**src/rtl/am_attenuator.sv**
```systemverilog
// am_attenuator: three-stage operator attenuation pipeline.
//   p1: env + (tl << 2)
//   p2: + ksl_att + tremolo depth (only when the slot's AM bit is set)
//   p3: clamp to 511, flag the clamp
// Idle stages keep their data registers so the outputs stay put between slots.
// Optional saturation counter: define AM_ATTENUATOR_SAT_COUNT_EN to add the
// sat_cnt_clr input and the 16-bit sat_cnt output.
module am_attenuator #(
  parameter int BANK_NUM_WIDTH = 1,
  parameter int OP_NUM_WIDTH   = 5,
  parameter int AM_VAL_WIDTH   = 5
) (
  input  logic                      clk,
  input  logic                      rst_n,
  input  logic                      valid_p0,
  input  logic [BANK_NUM_WIDTH-1:0] bank_num_p0,
  input  logic [OP_NUM_WIDTH-1:0]   op_num_p0,
  input  logic [8:0]                env_p0,
  input  logic [5:0]                tl_p0,
  input  logic [7:0]                ksl_att_p0,
  input  logic                      am_p0,
  input  logic [AM_VAL_WIDTH-1:0]   am_val_p2,
`ifdef AM_ATTENUATOR_SAT_COUNT_EN
  input  logic                      sat_cnt_clr,
  output logic [15:0]               sat_cnt,
`endif
  output logic [8:0]                att_p3,
  output logic                      valid_p3,
  output logic [BANK_NUM_WIDTH-1:0] bank_num_p3,
  output logic [OP_NUM_WIDTH-1:0]   op_num_p3,
  output logic                      sat_p3
);

  localparam int STAGES = 3;

  // vld_pipe[k] is the valid bit of the slot sitting in stage k
  logic [STAGES:1] vld_pipe;

  logic [9:0]                s1;
  logic [7:0]                ksl1;
  logic                      am1;
  logic [BANK_NUM_WIDTH-1:0] bank1, bank2;
  logic [OP_NUM_WIDTH-1:0]   op1, op2;
  logic [10:0]               s2;
  logic [10:0]               s2_nxt;

  // tremolo depth joins here; it belongs to the slot currently in stage 1
  always_comb begin
    s2_nxt = {1'b0, s1} + 11'(ksl1) + (am1 ? 11'(am_val_p2) : 11'd0);
  end

  // valid shift register; never stalls
  always_ff @(posedge clk or negedge rst_n) begin
    if (!rst_n) vld_pipe <= '0;
    else        vld_pipe <= {vld_pipe[STAGES-1:1], valid_p0};
  end

  // stage 1: base attenuation, capture AM bit, ksl and tag
  always_ff @(posedge clk or negedge rst_n) begin
    if (!rst_n) begin
      s1    <= '0;
      ksl1  <= '0;
      am1   <= 1'b0;
      bank1 <= '0;
      op1   <= '0;
    end else if (valid_p0) begin
      s1    <= {1'b0, env_p0} + {2'b00, tl_p0, 2'b00};
      ksl1  <= ksl_att_p0;
      am1   <= am_p0;
      bank1 <= bank_num_p0;
      op1   <= op_num_p0;
    end
  end

  // stage 2: add key scaling and tremolo
  always_ff @(posedge clk or negedge rst_n) begin
    if (!rst_n) begin
      s2    <= '0;
      bank2 <= '0;
      op2   <= '0;
    end else if (vld_pipe[1]) begin
      s2    <= s2_nxt;
      bank2 <= bank1;
      op2   <= op1;
    end
  end

  // stage 3: clamp to the 9-bit range; exactly 511 is not a clamp
  always_ff @(posedge clk or negedge rst_n) begin
    if (!rst_n) begin
      att_p3      <= '0;
      sat_p3      <= 1'b0;
      bank_num_p3 <= '0;
      op_num_p3   <= '0;
    end else if (vld_pipe[2]) begin
      sat_p3      <= |s2[10:9];
      att_p3      <= (|s2[10:9]) ? 9'h1FF : s2[8:0];
      bank_num_p3 <= bank2;
      op_num_p3   <= op2;
    end
  end

  assign valid_p3 = vld_pipe[3];

`ifdef AM_ATTENUATOR_SAT_COUNT_EN
  // count clamped results; clear beats a simultaneous event, count sticks at max
  always_ff @(posedge clk or negedge rst_n) begin
    if (!rst_n)                                      sat_cnt <= '0;
    else if (sat_cnt_clr)                            sat_cnt <= '0;
    else if (valid_p3 && sat_p3 && sat_cnt != 16'hFFFF) sat_cnt <= sat_cnt + 16'd1;
  end
`endif

endmodule

```
**config.mk**
```make
export PLATFORM = sky130hd
export DESIGN_NAME = am_attenuator
export DESIGN_NICKNAME = d
export VERILOG_FILES = /design/src/rtl/am_attenuator.sv
export SDC_FILE = /design/constraint.sdc
export NUM_CORES = 1
export LEC_CHECK = 0
export CAP_MARGIN = 20
export CORE_UTILIZATION = 30
export DETAILED_ROUTE_END_ITERATION = 10
export GPL_TIMING_DRIVEN = 0
export SETUP_SLACK_MARGIN = 0.4
export SLEW_MARGIN = 15
export SYNTH_ARGS = -nofsm -noshare
export SYNTH_HDL_FRONTEND = slang
export SYNTH_SLANG_ARGS = --single-unit
export TNS_END_PERCENT = 1
```
**constraint.sdc**
```tcl
create_clock -name clk -period 3.3 [get_ports clk]
set_input_delay 0.33 -clock clk [delete_from_list [all_inputs] [get_ports clk]]
set_output_delay 0.33 -clock clk [all_outputs]
set_load 0.01 [all_outputs]
```
==> out/qor.csv <==
stage;metric;value;unit
yosys;syn_nets;313;
timing;min_period;2.64;ns
timing;fmaxAchievable;379;MHz
clock_network;htree_levels;3;
clock_network;clock_sinks;61;
timing;worst_clock_skew;0.00903;ns
drt;routedWlPerCell;12.8;µm
cells_and_area;antennaDiodeCount;0;
grt;grtUsageTotal;12.4;%
grt;grt_pass1_wl;9880;µm
die;start_util;31.2;%
timing;setup_viol;0;
clock_network;hold_buffers;0;
timing;slew_headroom;49.9;%
critical_path;reg2reg_slack;0.66;ns
grt;antenna_found_initial;0;
cells_and_area;fin_util;40.1;%
cells_and_area;syn2layout_area_growth;28.4;%
drt;detail_route.first_pass.iterations;4;
yosys;yosys-top-cells-area;dfrtp_1 (50%), mux2_2 (12%), ha_1 (6.9%);
cells_and_area;seq_area;0.00153;mm²
power;p_per_area;600;mW/mm²
drt;routed_via_density;4.63;
timing;min_period_over_period;80.0;%
yosys;yosysWarnings;0;
yosys;synth-seq-cells;61;
yosys;yosysSeqAreaShare;49.8;%
critical_path;crit_top_cell;fa_1;
critical_path;crit_buf_inv;1;
critical_path;cp.required;3.57;ns
placed_design;io_buffers;54;
worst_hold_path;min_path_type;in2async;
grt;grt_pass1_vias;2064;
critical_path;cp-end-kind;flop;
drt;drtIter0Drc;56;
clock_network;cts_root_buf;clkbuf_8;
clock_network;numCtsBuffers;9;
cells_and_area;final_common_cell;dfrtp_1;
grt;grt_max_degree;62;
drt;post-route-drc-count;0;
critical_path;cp_cell_sequence;and2_1, fa_1, ha_1, inv_1, fa_1, nor2b_1, o31ai_1, a2111o_1, nand3_1;
timing;hold_slack;0.0628;ns
critical_path;crit_fanout;6;
critical_path;cp.arrival;2.91;ns
yosys;synthCells;251;
critical_path;slowest_delay;0.48;ns
critical_path;timing_worst_setup_path_type;reg2reg;
cells_and_area;layout_common_cells;dfrtp_1 (61), clkdlybuf4s50_1 (53), mux2_2 (32);
yosys;syn_area;0.00307;mm²
flow_run;cap_viol_max_count;0;
yosys;ys_types;42;
critical_path;timing.rr.end;s2[7];
power;p_leak;1.66;nW
cells_and_area;nFillCells;983;
timing;finalMaxSlewViolations;0;
clock_network;clockBufferDepth;2;
timing;worst_slack;0.661;ns
critical_path;worst_setup_path_start_kind;flop;
die;die_w;103;µm
cells_and_area;drive_gt1_share;16.0;%
die;top_level_ports;55;
drt;vias;2086;
die;die_y;103;µm
clock_network;ctsResizeCount;0;
critical_path;rr_startpoint;am1;
yosys;synth_top_area_cell;dfrtp_1;
drt;routed_wl;5790;µm
power;vdd_drop_max;242;µV
critical_path;reg2reg_depth;9;
timing;tightest_slew;0.752;ns
placed_design;dp_hpwl;4400;µm
critical_path;critPathTopFamily;adder cells;
yosys;synth_area_per_cell;12.2;µm²
placed_design;place_ws;0.364;ns
clock_network;cts_tree;built;
drt;drtAntennaViolNets;0;
die;design.die.area;0.0106;mm²
critical_path;cpMaxStageDelayCell;fa_1;
grt;grt-ovfl-total;0;
yosys;synth_top_area_share;49.8;%
timing;rsz0062_at_grt;no;
cells_and_area;fin_nets;378;
clock_network;clkLatencyLatePin;0.34;ns
clock_network;cts_setup_buffers;0;
die;rows;36;
clock_network;clkSlewWorstSetupHoldPaths;0.06;ns
die;core;0.00982;mm²
outcome;status;complete, no violations;
cells_and_area;multi_input_area;0.00144;mm²
placed_design;gp_congestion;0.722;
timing;final-hold-violation-count;0;
synthesized netlist by cell type (all sizes together):
cell      n
mux2     32
o31ai     6
a2111o    3
ha       17
o211ai    2
nand3b    2
dfrtp    61
o21ai    11
o2bb2ai   3
nor3      4
inv      16
nor2b     6
a211o     1
nand4     2
buf       4
xnor2     2
a221oi    1
fa        7
o21a      7
clkinv    1
o311ai    1
clkbuf    4
nor2      3
and3      1
o31a      1
a21o      1
mux2i     1
o211a     1
nand3     7
o22a      9
o21bai    2
a21oi     3
or4b      1
nand2    17
and2      5
a211oi    4
xor2      1
nor3b     1
cell families after synthesis:
group                    synth area share (%)
flip-flops                               49.8
AO/OA/AOI/OAI                            14.2
AND/OR/NAND/NOR                          8.33
multiplexers                             12.1
buffers and inverters                    3.18
adder cells (fa/ha/maj)                  11.5
XOR/XNOR                                0.857
area by class of cell:
cell class              count  share of cell area [%]
flip-flops and latches     61                    38.8
multi-input cells         165                    36.6
repair buffers             54                    13.7
well taps                 133                    4.23
clock buffers              10                    3.24
inverters                  17                    1.62
clock inverters             3                    1.02
plain buffers               8                   0.858
state kept, by name, indices dropped and copies added, names as in the netlist:
signal and cells:
s1 10, sat_p3 1, att_p3 9, am1 1, bank1 1, bank2 1, op2 5, vld_pipe 3
ksl1 8, s2 11, op1 5, op_num_p3 5, bank_num_p3 1
power breakdown:
part           leakage, nW  switching (mW)  internal (mW)
combinational        0.857           0.335          0.417
clock               0.0878           0.261          0.333
sequential           0.711          0.0992          0.919
total                 1.66           0.694           1.67
worst max-delay path by stage:
stage | end | cells past startpoint | start | slack, ns
floorplan | s2[7] | 9 | am1 | 0.87
global placement | op_num_p3[0] | 1 | rst_n | -0.01
detailed placement | s2[7] | 10 | am_val_p2[1] | 0.36
CTS | s2[7] | 9 | am1 | 0.64
global route | s2[7] | 9 | am1 | 0.50
finish | s2[7] | 9 | am1 | 0.66
layer usage:
metal	up-vias	track usage (%)	part of all wire, %
met3	10	2.37	3.7
met4	0	7.48	2.6
met2	39	18.9	45
met1	996	16.2	49
li1	1041	-	-
met5	-	0	0
through the flow:
| step | power, mW | area, µm² | TNS [ns] | instances |
|---|---|---|---|---|
| final | 2.36 | 3940 | 0 | 451 |
| after global routing | 2.52 | 3940 | 0 | 451 |
| after CTS | 2.40 | 3940 | 0 | 451 |
| after detailed placement | 1.79 | 3770 | 0 | 438 |
| after global placement | 1.77 | 3770 | -0.377 | 438 |
| after floorplan | 1.49 | 3070 | 0 | 251 |
Power figures use the tool's default switching activity.
